<file path="config.mk">
export PLATFORM = sky130hd
export DESIGN_NAME = ras_ckpt_flat
export DESIGN_NICKNAME = d
export VERILOG_FILES = /design/src/rtl/ras_ckpt_if.sv /design/src/rtl/ras_ckpt.sv /design/src/flat_wrapper.sv
export SDC_FILE = /design/constraint.sdc
export NUM_CORES = 1
export LEC_CHECK = 0
export BUFFER_PORTS_ARGS = -buffer_cell sky130_fd_sc_hd__buf_2
export CAP_MARGIN = 20
export CORE_MARGIN = 1
export CORE_UTILIZATION = 54
export CTS_BUF_LIST = sky130_fd_sc_hd__clkbuf_8 sky130_fd_sc_hd__clkbuf_16
export DETAILED_ROUTE_END_ITERATION = 10
export GPL_TIMING_DRIVEN = 0
export PLACE_DENSITY_LB_ADDON = 0.3
export SLEW_MARGIN = 10
export SYNTH_ARGS = -nofsm -noshare
export SYNTH_HDL_FRONTEND = slang
export SYNTH_SLANG_ARGS = --single-unit
</file>
<file path="constraint.sdc">
create_clock -name clk -period 6 [get_ports clk]
set_input_delay 0.6 -clock clk [delete_from_list [all_inputs] [get_ports clk]]
set_output_delay 0.6 -clock clk [all_outputs]
set_load 0.02 [all_outputs]
</file>
<file path="src/rtl/ras_ckpt_if.sv">
`default_nettype none
// ============================================================================
// Module      : ras_ckpt_if
// Description : Predictor-side bundle for the checkpointed return address
//               stack: push/pop/recover requests in, top-of-stack and
//               checkpoint out.
// Revision    : 1.0 - initial release
// ============================================================================
interface ras_ckpt_if #(
    parameter int DEPTH  = 16,
    parameter int ADDR_W = 32,
    parameter int CNT_W  = 8
);
    localparam int PTR_W = $clog2(DEPTH);
    localparam int CK_W  = PTR_W + (PTR_W + 1) + ADDR_W + CNT_W;

    logic              push_valid;
    logic [ADDR_W-1:0] push_addr;
    logic              pop_valid;
    logic              recover_valid;
    logic [CK_W-1:0]   recover_ckpt;
    logic [ADDR_W-1:0] top_addr;
    logic              top_valid;
    logic              full;
    logic [CK_W-1:0]   ckpt_o;

    // Front end issuing predictions and flushes
    modport master (
        output push_valid, push_addr, pop_valid, recover_valid, recover_ckpt,
        input  top_addr, top_valid, full, ckpt_o
    );

    // Stack itself
    modport slave (
        input  push_valid, push_addr, pop_valid, recover_valid, recover_ckpt,
        output top_addr, top_valid, full, ckpt_o
    );
endinterface
`default_nettype wire

</file>
<file path="src/rtl/ras_ckpt.sv">
`default_nettype none
// ============================================================================
// Module      : ras_ckpt
// Description : Circular return address stack with per-entry recursion
//               counters and single-cycle checkpoint restore. Checkpoint
//               layout is {ptr, occ, top addr, top cnt}, MSB first.
// Revision    : 1.0 - initial release
// ============================================================================
module ras_ckpt #(
    parameter int DEPTH  = 16,
    parameter int ADDR_W = 32,
    parameter int CNT_W  = 8
) (
    input  wire logic  clk,
    input  wire logic  resetn,
    ras_ckpt_if.slave  bus
);
    localparam int PTR_W   = $clog2(DEPTH);
    localparam int OCC_W   = PTR_W + 1;
    localparam int CK_W    = PTR_W + OCC_W + ADDR_W + CNT_W;
    localparam int ADDR_LO = CNT_W;
    localparam int OCC_LO  = CNT_W + ADDR_W;
    localparam int PTR_LO  = CNT_W + ADDR_W + OCC_W;

    localparam logic [CNT_W-1:0] c_cnt_max  = {CNT_W{1'b1}};
    localparam logic [CNT_W-1:0] c_cnt_one  = CNT_W'(1);
    localparam logic [OCC_W-1:0] c_occ_full = OCC_W'(DEPTH);

    logic [ADDR_W-1:0] r_addr [DEPTH];
    logic [CNT_W-1:0]  r_cnt  [DEPTH];
    logic [PTR_W-1:0]  r_ptr;
    logic [OCC_W-1:0]  r_occ;

    logic [ADDR_W-1:0] w_top_addr;
    logic [CNT_W-1:0]  w_top_cnt;
    logic              w_empty;
    logic              w_hit;
    logic [PTR_W-1:0]  w_ck_ptr;
    logic [OCC_W-1:0]  w_ck_occ;
    logic [ADDR_W-1:0] w_ck_addr;
    logic [CNT_W-1:0]  w_ck_cnt;

    logic [PTR_W-1:0]  w_ptr_nxt;
    logic [OCC_W-1:0]  w_occ_nxt;
    logic              w_wr_en;
    logic [PTR_W-1:0]  w_wr_idx;
    logic [ADDR_W-1:0] w_wr_addr;
    logic [CNT_W-1:0]  w_wr_cnt;

    assign w_top_addr = r_addr[r_ptr];
    assign w_top_cnt  = r_cnt[r_ptr];
    assign w_empty    = (r_occ == '0);
    // Repeated call to the same target folds into the top entry until its
    // counter saturates, after which a fresh entry is opened instead.
    assign w_hit      = !w_empty && (bus.push_addr == w_top_addr) &&
                        (w_top_cnt != c_cnt_max);

    assign w_ck_ptr  = bus.recover_ckpt[PTR_LO  +: PTR_W];
    assign w_ck_occ  = bus.recover_ckpt[OCC_LO  +: OCC_W];
    assign w_ck_addr = bus.recover_ckpt[ADDR_LO +: ADDR_W];
    assign w_ck_cnt  = bus.recover_ckpt[0       +: CNT_W];

    assign bus.top_addr  = w_top_addr;
    assign bus.top_valid = !w_empty;
    assign bus.full      = (r_occ == c_occ_full);
    assign bus.ckpt_o    = {r_ptr, r_occ, w_top_addr, w_top_cnt};

    // Next pointer/occupancy and the single entry write of this cycle
    always_comb begin
        w_ptr_nxt = r_ptr;
        w_occ_nxt = r_occ;
        w_wr_en   = 1'b0;
        w_wr_idx  = r_ptr;
        w_wr_addr = w_top_addr;
        w_wr_cnt  = w_top_cnt;
        if (bus.recover_valid) begin
            w_ptr_nxt = w_ck_ptr;
            // A malformed checkpoint must not push occupancy past DEPTH
            w_occ_nxt = (w_ck_occ > c_occ_full) ? c_occ_full : w_ck_occ;
            w_wr_en   = 1'b1;
            w_wr_idx  = w_ck_ptr;
            w_wr_addr = w_ck_addr;
            w_wr_cnt  = w_ck_cnt;
        end else if (bus.push_valid && bus.pop_valid && !w_empty) begin
            // Return immediately followed by a call: replace the top entry
            w_wr_en   = 1'b1;
            w_wr_addr = bus.push_addr;
            w_wr_cnt  = c_cnt_one;
        end else if (bus.push_valid) begin
            w_wr_en = 1'b1;
            if (w_hit) begin
                w_wr_cnt = w_top_cnt + CNT_W'(1);
            end else begin
                w_ptr_nxt = r_ptr + PTR_W'(1);
                w_wr_idx  = r_ptr + PTR_W'(1);
                w_wr_addr = bus.push_addr;
                w_wr_cnt  = c_cnt_one;
                // When full the oldest entry is silently overwritten
                if (r_occ != c_occ_full) begin
                    w_occ_nxt = r_occ + OCC_W'(1);
                end
            end
        end else if (bus.pop_valid && !w_empty) begin
            w_wr_en = 1'b1;
            if (w_top_cnt > c_cnt_one) begin
                w_wr_cnt = w_top_cnt - CNT_W'(1);
            end else begin
                w_wr_cnt  = '0;
                w_ptr_nxt = r_ptr - PTR_W'(1);
                w_occ_nxt = r_occ - OCC_W'(1);
            end
        end
    end

    // Stack state register with asynchronous clear
    always_ff @(posedge clk or negedge resetn) begin
        if (!resetn) begin
            r_ptr <= '0;
            r_occ <= '0;
            for (int i = 0; i < DEPTH; i++) begin
                r_addr[i] <= '0;
                r_cnt[i]  <= '0;
            end
        end else begin
            r_ptr <= w_ptr_nxt;
            r_occ <= w_occ_nxt;
            if (w_wr_en) begin
                r_addr[w_wr_idx] <= w_wr_addr;
                r_cnt[w_wr_idx]  <= w_wr_cnt;
            end
        end
    end
endmodule
`default_nettype wire
</file>
<file path="src/flat_wrapper.sv">
// flat-port wrapper written by rule: the top's interface ports become plain ports
module ras_ckpt_flat 
#(
    parameter int DEPTH  = 16,
    parameter int ADDR_W = 32,
    parameter int CNT_W  = 8
)
  (clk, resetn, bus_push_valid, bus_push_addr, bus_pop_valid, bus_recover_valid, bus_recover_ckpt, bus_top_addr, bus_top_valid, bus_full, bus_ckpt_o);
  ras_ckpt_if #(.DEPTH(DEPTH), .ADDR_W(ADDR_W), .CNT_W(CNT_W)) bus_i ();
  input  wire logic clk;
  input  wire logic resetn;
  input wire logic [$bits(bus_i.push_valid)-1:0] bus_push_valid;
  input wire logic [$bits(bus_i.push_addr)-1:0] bus_push_addr;
  input wire logic [$bits(bus_i.pop_valid)-1:0] bus_pop_valid;
  input wire logic [$bits(bus_i.recover_valid)-1:0] bus_recover_valid;
  input wire logic [$bits(bus_i.recover_ckpt)-1:0] bus_recover_ckpt;
  output wire logic [$bits(bus_i.top_addr)-1:0] bus_top_addr;
  output wire logic [$bits(bus_i.top_valid)-1:0] bus_top_valid;
  output wire logic [$bits(bus_i.full)-1:0] bus_full;
  output wire logic [$bits(bus_i.ckpt_o)-1:0] bus_ckpt_o;
  assign bus_i.push_valid = bus_push_valid;
  assign bus_i.push_addr = bus_push_addr;
  assign bus_i.pop_valid = bus_pop_valid;
  assign bus_i.recover_valid = bus_recover_valid;
  assign bus_i.recover_ckpt = bus_recover_ckpt;
  assign bus_top_addr = bus_i.top_addr;
  assign bus_top_valid = bus_i.top_valid;
  assign bus_full = bus_i.full;
  assign bus_ckpt_o = bus_i.ckpt_o;
  ras_ckpt #(.DEPTH(DEPTH), .ADDR_W(ADDR_W), .CNT_W(CNT_W)) u_core (.clk(clk), .resetn(resetn), .bus(bus_i));
endmodule
</file>
Yosys cells after proc, flatten, opt, wreduce, memory -nomap -nowiden

Cells that the tools add are included.

Equal/unequal tests: 8
Add/sub/neg operators: 6
Bitwise gates (word level): 2
Shift operators: 0
Reductions and logical operators: 11
Multipliers: 0
Mux-type cells: 43
Divide/modulo/power cells: 0
Order comparisons: 5

Operators with widths:

| operator            | number |
|---|---|
| $bwmux 512          | 1 |
| $mux 32             | 7 |
| $bmux 32 s4         | 1 |
| $bwmux 128          | 1 |
| $demux 32 s4        | 1 |
| $mux 8              | 9 |
| $mux 5              | 8 |
| $mux 4              | 9 |
| $bmux 8 s4          | 1 |
| $demux 8 s4         | 1 |
| $eq 32x32->1        | 1 |
| $ge 5x5->1 const B  | 2 |
| $not 4->5           | 2 |
| $add 8x1->8 const B | 1 |
| $gt 8x1->1 const B  | 1 |
| $ne 8x8->1 const B  | 1 |
| $sub 8x1->8 const B | 1 |
| $logic_and 1x1->1   | 6 |
| $ne 3x3->1 const B  | 2 |
| $add 5x1->5 const B | 1 |
| $eq 5x5->1 const B  | 1 |
| $gt 5x5->1 const B  | 1 |
| $logic_not 5->1     | 1 |
| $lt 5x1->1 const B  | 1 |
| 11 further kinds    | 14 |

Latch bits: 0
Output and inout bits: 83
Memories: 0
Word-level logic and storage cells: 109
ROM bits: 0
Bits in registers: 649
Bits in writable memories: 0

Logic depth before layout (Yosys ltp)

Word-level depth: 17
Gate-level depth with buffers: 21
Mapped depth without buffers: 12

Worst setup path after synthesis

OpenSTA, ideal clock, no wires.

Path type: reg2reg
Start: register u_core.r_ptr[0]
End: register u_core.r_addr[0] (netlist bit)
Arrival: 5.787 ns
Stages on the path, launching flop included: 21
Data required time: 5.875 ns
Setup time: 0.125 ns
Path buffers: 9
Period minus slack after synthesis: 5.912 ns
Path slack: 0.088 ns
Cell sequence: dfrtp_1 > buf_2 > buf_2 > buf_4 > buf_2 > buf_2 > buf_1 > mux4_2 > mux4_2 > ha_1 > nand2_1 > nor4_1 > nand3_1 > and4_1 > clkbuf_1 > a2111oi_1 > or3_1 > buf_2 > nor4_4 > buf_2 > mux2_2

RTL lines:

| item                                                                  | RTL line           | text |
|---|---|---|
| from (decl)                                                           | ras_ckpt.sv:31     | `logic [PTR_W-1:0] r_ptr;` |
| from (signal assigned)                                                | ras_ckpt.sv:125    | `r_ptr <= w_ptr_nxt;` |
| $not 4->5 (implied by the code) *                                     | ras_ckpt.sv:51     | `assign w_top_cnt = r_cnt[r_ptr];` |
| $bmux 8 s4 *                                                          | ras_ckpt.sv:51     |  |
| $mux 8 (implied by the code) * (2 in series)                          | ras_ckpt.sv:51     |  |
| via bus_ckpt_o[0]                                                     | flat_wrapper.sv:20 | `output wire logic [$bits(bus_i.ckpt_o)-1:0] bus_ckpt_o;` |
| $ne 8x8->1 *                                                          | ras_ckpt.sv:56     | `(w_top_cnt != c_cnt_max);` |
| $logic_and 1x1->1 *                                                   | ras_ckpt.sv:55     | `assign w_hit = !w_empty && (bus.push_addr == w_top_addr) &&` |
| $mux 4                                                                | ras_ckpt.sv:91     | `if (w_hit) begin` |
| $mux 4                                                                | ras_ckpt.sv:89     | `end else if (bus.push_valid) begin` |
| $mux 4                                                                | ras_ckpt.sv:84     | `end else if (bus.push_valid && bus.pop_valid && !w_empty) begin` |
| $mux 4                                                                | ras_ckpt.sv:76     | `if (bus.recover_valid) begin` |
| $not 4->5 (implied by the code)                                       | ras_ckpt.sv:128    | `r_addr[w_wr_idx] <= w_wr_addr;` |
| $ge 5x5->1 (implied by the code) / $lt 5x1->1 (equally long branches) | ras_ckpt.sv:128    |  |
| $logic_and 1x1->1 (implied by the code)                               | ras_ckpt.sv:128    |  |
| $mux 32 (implied by the code)                                         | ras_ckpt.sv:128    |  |
| $demux 32 s4                                                          | ras_ckpt.sv:128    |  |
| $bwmux 512 *                                                          | ras_ckpt.sv:128    |  |
| to (signal, indexed assignment)                                       | ras_ckpt.sv:128    |  |
| to (decl)                                                             | ras_ckpt.sv:29     | `logic [ADDR_W-1:0] r_addr [DEPTH];` |

Mark *: on every way through the listed nets, which the timed path passes. The rest lies on a longest branch. The select of a mux whose other input is x is not followed.
A chain may end at the register's enable or synchronous reset.

Worst setup path in the final report

Start: register u_core.r_ptr[2]
End: register u_core.r_addr[306] (netlist bit)

Cells in the longest elaborated chain, start to end: 17

Ends and longest elaborated chain:

| item                                                                  | RTL line                       | text |
|---|---|---|
| $not 4->5 (implied by the code)                                       | ras_ckpt.sv:50, ras_ckpt.sv:51 |  |
| $bmux 32 s4                                                           | ras_ckpt.sv:50                 | `assign w_top_addr = r_addr[r_ptr];` |
| $mux 32 (implied by the code) (2 in series)                           | ras_ckpt.sv:50                 |  |
| $eq 32x32->1                                                          | ras_ckpt.sv:55                 |  |
| $logic_and 1x1->1 (2 in series)                                       | ras_ckpt.sv:55                 |  |
| $mux 4                                                                | ras_ckpt.sv:91                 |  |
| $mux 4                                                                | ras_ckpt.sv:89                 |  |
| $mux 4                                                                | ras_ckpt.sv:84                 |  |
| $mux 4                                                                | ras_ckpt.sv:76                 |  |
| $not 4->5 (implied by the code)                                       | ras_ckpt.sv:128                |  |
| $ge 5x5->1 (implied by the code) / $lt 5x1->1 (equally long branches) | ras_ckpt.sv:128                |  |
| $logic_and 1x1->1 (implied by the code)                               | ras_ckpt.sv:128                |  |
| $mux 32 (implied by the code)                                         | ras_ckpt.sv:128                |  |
| $demux 32 s4                                                          | ras_ckpt.sv:128                |  |
| $bwmux 512 *                                                          | ras_ckpt.sv:128                |  |

Mark *: on every way between the ends. The rest lies on a longest branch, timed or not. The select of a mux whose other input is x is not followed.

==> results <==
- The final critical path time including I/O delays and setup is 5960 ps.
- The final-report setup violation count is 0.
- Before CTS, the worst setup slack after placement is -2600 ps.
- The final clock skew is 23.9 ps.
- Max-cap violations in this run came to 0.
- The max-slew violation count is 0.
- The floorplan step defined a die boundary enclosing 60500 µm².
- The number of vias in the routed layout is 22300.
- The via count of the first global-routing pass is 23400.
- The flow ran to the end, and the final reports show no timing, DRC or antenna violations.
- STA classifies the critical path startpoint as a flip-flop.
- Clock tree synthesis inserted a total of 69 buffers.
- The average footprint of a synthesized cell is 13.9 µm².
- The final weighted congestion of routability-driven global placement is 0.959.
- Derived from the worst setup path, the maximum achievable clock frequency is 168 MHz.
- The later pin in the worst-skew pair is clocked with a latency of 620 ps.
- The first global-routing pass estimated 156 mm of wire.
- The worst setup path is captured at a flip-flop.
- Measured along the x axis, the die boundary spans 246 µm.
- The final HPWL from detailed placement is 71.0 mm.
- IR analysis of the VDD net gives a maximum drop of 372 µV.
- The final setup TNS is 0 ps.
- The proportion of synthesized flip-flops having asynchronous set or reset is 100%.
- The most used flip-flop cell after synthesis is sky130_fd_sc_hd__dfrtp_1.
- Once the floorplan was initialized, standard cells occupied 54.6% of the core.
- In this run the worst path has a maximum fanout of 10.
- The detailed-routing iteration count for the pre-antenna-repair pass is 5.
- The largest net degree at the start of global routing is 120.
- The number of placement rows is 89.
- Setup slack on the worst reg-to-reg path comes out at 40 ps.
- Port buffering added 167 buffers.
- The clock transition at the register clock pins on the worst setup and hold paths after CTS is 70 ps.
- TritonCTS built the clock tree.
- The number of cells on the worst reg-to-reg path is 18.
- The worst setup path category is flip-flop to flip-flop.
- The netlist area before placement is 32100 µm².
- The number of synthesized flops with an enable pin is 0.
- The worst-case headroom to the max-slew limit is 18.0%.
- Synthesis instantiated 68 different standard cells from the library.
- After detailed routing, the number of remaining DRC violations is 0.
- The total routed wirelength is 106 mm.
- During synthesis, Yosys emitted a total of 0 warnings.
- In this run the vertical extent of the chip is 246 µm.
- The mean routed wirelength per cell is 31.1 µm.
- The maximum clock insertion buffer count is 3.
- The cell count of the worst hold path is 3.
- Leaving out fill and tap cells, the most frequent cells in the layout are sky130_fd_sc_hd__dfrtp_1 (648), sky130_fd_sc_hd__mux2_1 (352), sky130_fd_sc_hd__mux2_2 (302), sky130_fd_sc_hd__buf_2 (201), sky130_fd_sc_hd__mux2i_1 (137).
- The number of DRC markers in iteration 0 is 2245.
- The post-route netlist has 36.0% of its cells at a drive strength greater than 1.
- Sequential cells were found to cover 50.5% of the synthesized design area.
- Once detail routing completed, the nets flagged for antenna violations numbered 0.
- Dividing total power by cell area gives a power density of 578 nW/µm².
- After synthesis the netlist holds a flip-flop and latch count of 649.
- After global routing the overflow that remains totals 0.
- Global routing used 36.0% of the available tracks across all layers.
- STA puts the critical path data arrival time at 6450 ps.
- The detail-routed via count per cell is 6.53.
- The H-tree was split into 3 levels.
- The clock net sink count is 649.
- The commonest non-fill, non-tap cell in the layout is sky130_fd_sc_hd__dfrtp_1.
- The cell at the root of the clock tree is sky130_fd_sc_hd__clkbuf_16.
- The portion of the clock cycle consumed by the worst path in the final layout is 99.3%.
- The total area inside the core boundary comes to 58900 µm².
- The initial antenna violation count is 1.
- For this run, the post-layout net count is 2688.
- The static power due to leakage is 16.9 nW.
- Synthesis produced a netlist with a net count of 2408.
- The area growth from synthesis to layout is 16.1%.
- The tightest min-delay check is of the input port to flip-flop type.
- At the pin with the least slew margin, the transition time is 1230 ps.
- The worst setup margin is 44.6 ps.
- The hold violation count in the final report is 0.
- STA puts the critical path data required time at 6490 ps.
- Synthesis produced 2313 cells.
- In this run the count of I/O pins placed on the die edge is 169.
worst paths after layout:
check | from | to
setup / recovery | u_core.r_ptr[2] | u_core.r_addr[306]
hold / removal | bus_recover_ckpt[40] | u_core.r_occ[0]
setup reg to reg | u_core.r_ptr[2] | u_core.r_addr[306]
hold reg to reg | u_core.r_cnt[78] | u_core.r_cnt[78]
max in group asynchronous | resetn | u_core.r_ptr[0]
min in group asynchronous | resetn | u_core.r_addr[45]
where the power goes:
| part | total (W) | internal [W] | leakage, nW | switching, W |
|---|---|---|---|---|
| Clock | 0.00443 | 0.00264 | 1.20 | 0.00179 |
| Combinational | 0.00956 | 0.00425 | 7.63 | 0.00531 |
| Sequential | 0.00760 | 0.00648 | 8.03 | 0.00112 |
timing repair:
item / in CTS / in global routing
hold buffers: 1 / 0
buffers inserted: 23 / 7
setup endpoints to repair: 650 / 637
hold endpoints to repair: 55 / 0
pin swaps: 11 / 3
resized for setup: 157 / 30
worst max-delay path, cell delays in order (launching register included):
cell                       delay [ps]
sky130_fd_sc_hd__dfrtp_1          500
sky130_fd_sc_hd__buf_4            320
sky130_fd_sc_hd__buf_6            270
sky130_fd_sc_hd__buf_4            340
sky130_fd_sc_hd__clkbuf_2         310
sky130_fd_sc_hd__buf_8            200
sky130_fd_sc_hd__nor3_1            70
sky130_fd_sc_hd__a211oi_1         530
sky130_fd_sc_hd__xor2_1           130
sky130_fd_sc_hd__nor2_1           320
sky130_fd_sc_hd__nand4_1          140
sky130_fd_sc_hd__buf_4            200
sky130_fd_sc_hd__or4_4            620
sky130_fd_sc_hd__o21ai_2          260
sky130_fd_sc_hd__a211oi_4         140
sky130_fd_sc_hd__buf_4            200
sky130_fd_sc_hd__nor4_4           490
sky130_fd_sc_hd__buf_4            350
sky130_fd_sc_hd__mux2_2           380
synthesized netlist by cell type (17+ instances only):
library cell	instances	area share (%)
sky130_fd_sc_hd__buf_4	64	1.5
sky130_fd_sc_hd__clkbuf_1	67	0.78
sky130_fd_sc_hd__xor2_1	28	0.76
sky130_fd_sc_hd__o21ai_0	54	0.84
sky130_fd_sc_hd__dfrtp_1	649	51
sky130_fd_sc_hd__nand2_1	123	1.4
sky130_fd_sc_hd__nor2_1	43	0.50
sky130_fd_sc_hd__mux4_2	116	8.1
sky130_fd_sc_hd__mux2i_1	137	4.3
sky130_fd_sc_hd__mux2_1	352	12
sky130_fd_sc_hd__buf_2	83	1.3
sky130_fd_sc_hd__mux2_2	302	11
sky130_fd_sc_hd__a22oi_1	38	0.89
sky130_fd_sc_hd__nand3_1	17	0.26
cell type report:
cell class	instances	area [µm²]
well taps	773	967
repair buffers	212	1360
plain buffers	219	1490
diodes	1	2.50
inverters	14	57.6
multi-input cells	1428	14900
clock buffers	92	2090
fillers	4390	21600
clock inverters	26	251
flip-flops and latches	649	16200
routing by layer:
metal,global-route usage (%),wire [µm]
met3,8.85,9180
met1,46.6,41500
met4,19.0,6240
met5,0,0
met2,56.1,49200
registers in the layout, indices dropped and copies added (netlist names):
register	cells
u_core.r_addr	512
u_core.r_cnt	128
u_core.r_occ	5
u_core.r_ptr	4
through the flow:
| stage | cell area, µm² | instances | total power [W] | hold slack, ps | util (%) |
|---|---|---|---|---|---|
| final | 37300 | 3414 | 0.0216 | 239 | 63.4 |
| after CTS | 37100 | 3405 | 0.0213 | 224 | 63.1 |
| after floorplan | 32100 | 2313 | 0.0135 | 304 | - |
| after global placement | 33900 | 3253 | 0.0162 | 462 | 57.6 |
| after detailed placement | 34200 | 3266 | 0.0167 | 469 | 58.1 |
| after global routing | 37300 | 3413 | 0.0225 | 265 | 63.3 |
cell families (layout without fill, tap and decap cells):
| group | Yosys count | count (layout) | share of synthesized area (%) |
|---|---|---|---|
| fa+ha+maj | 9 | 9 | 0.374 |
| buf+inv | 236 | 563 | 3.87 |
| other cells | 0 | 1 | 0 |
| simple gates | 265 | 265 | 4.17 |
| xor+xnor | 43 | 43 | 1.17 |
| compound gates | 204 | 204 | 4.59 |
| flops | 649 | 649 | 50.5 |
| mux | 907 | 907 | 35.3 |
No activity file was read; power rests on OpenSTA's default activity.
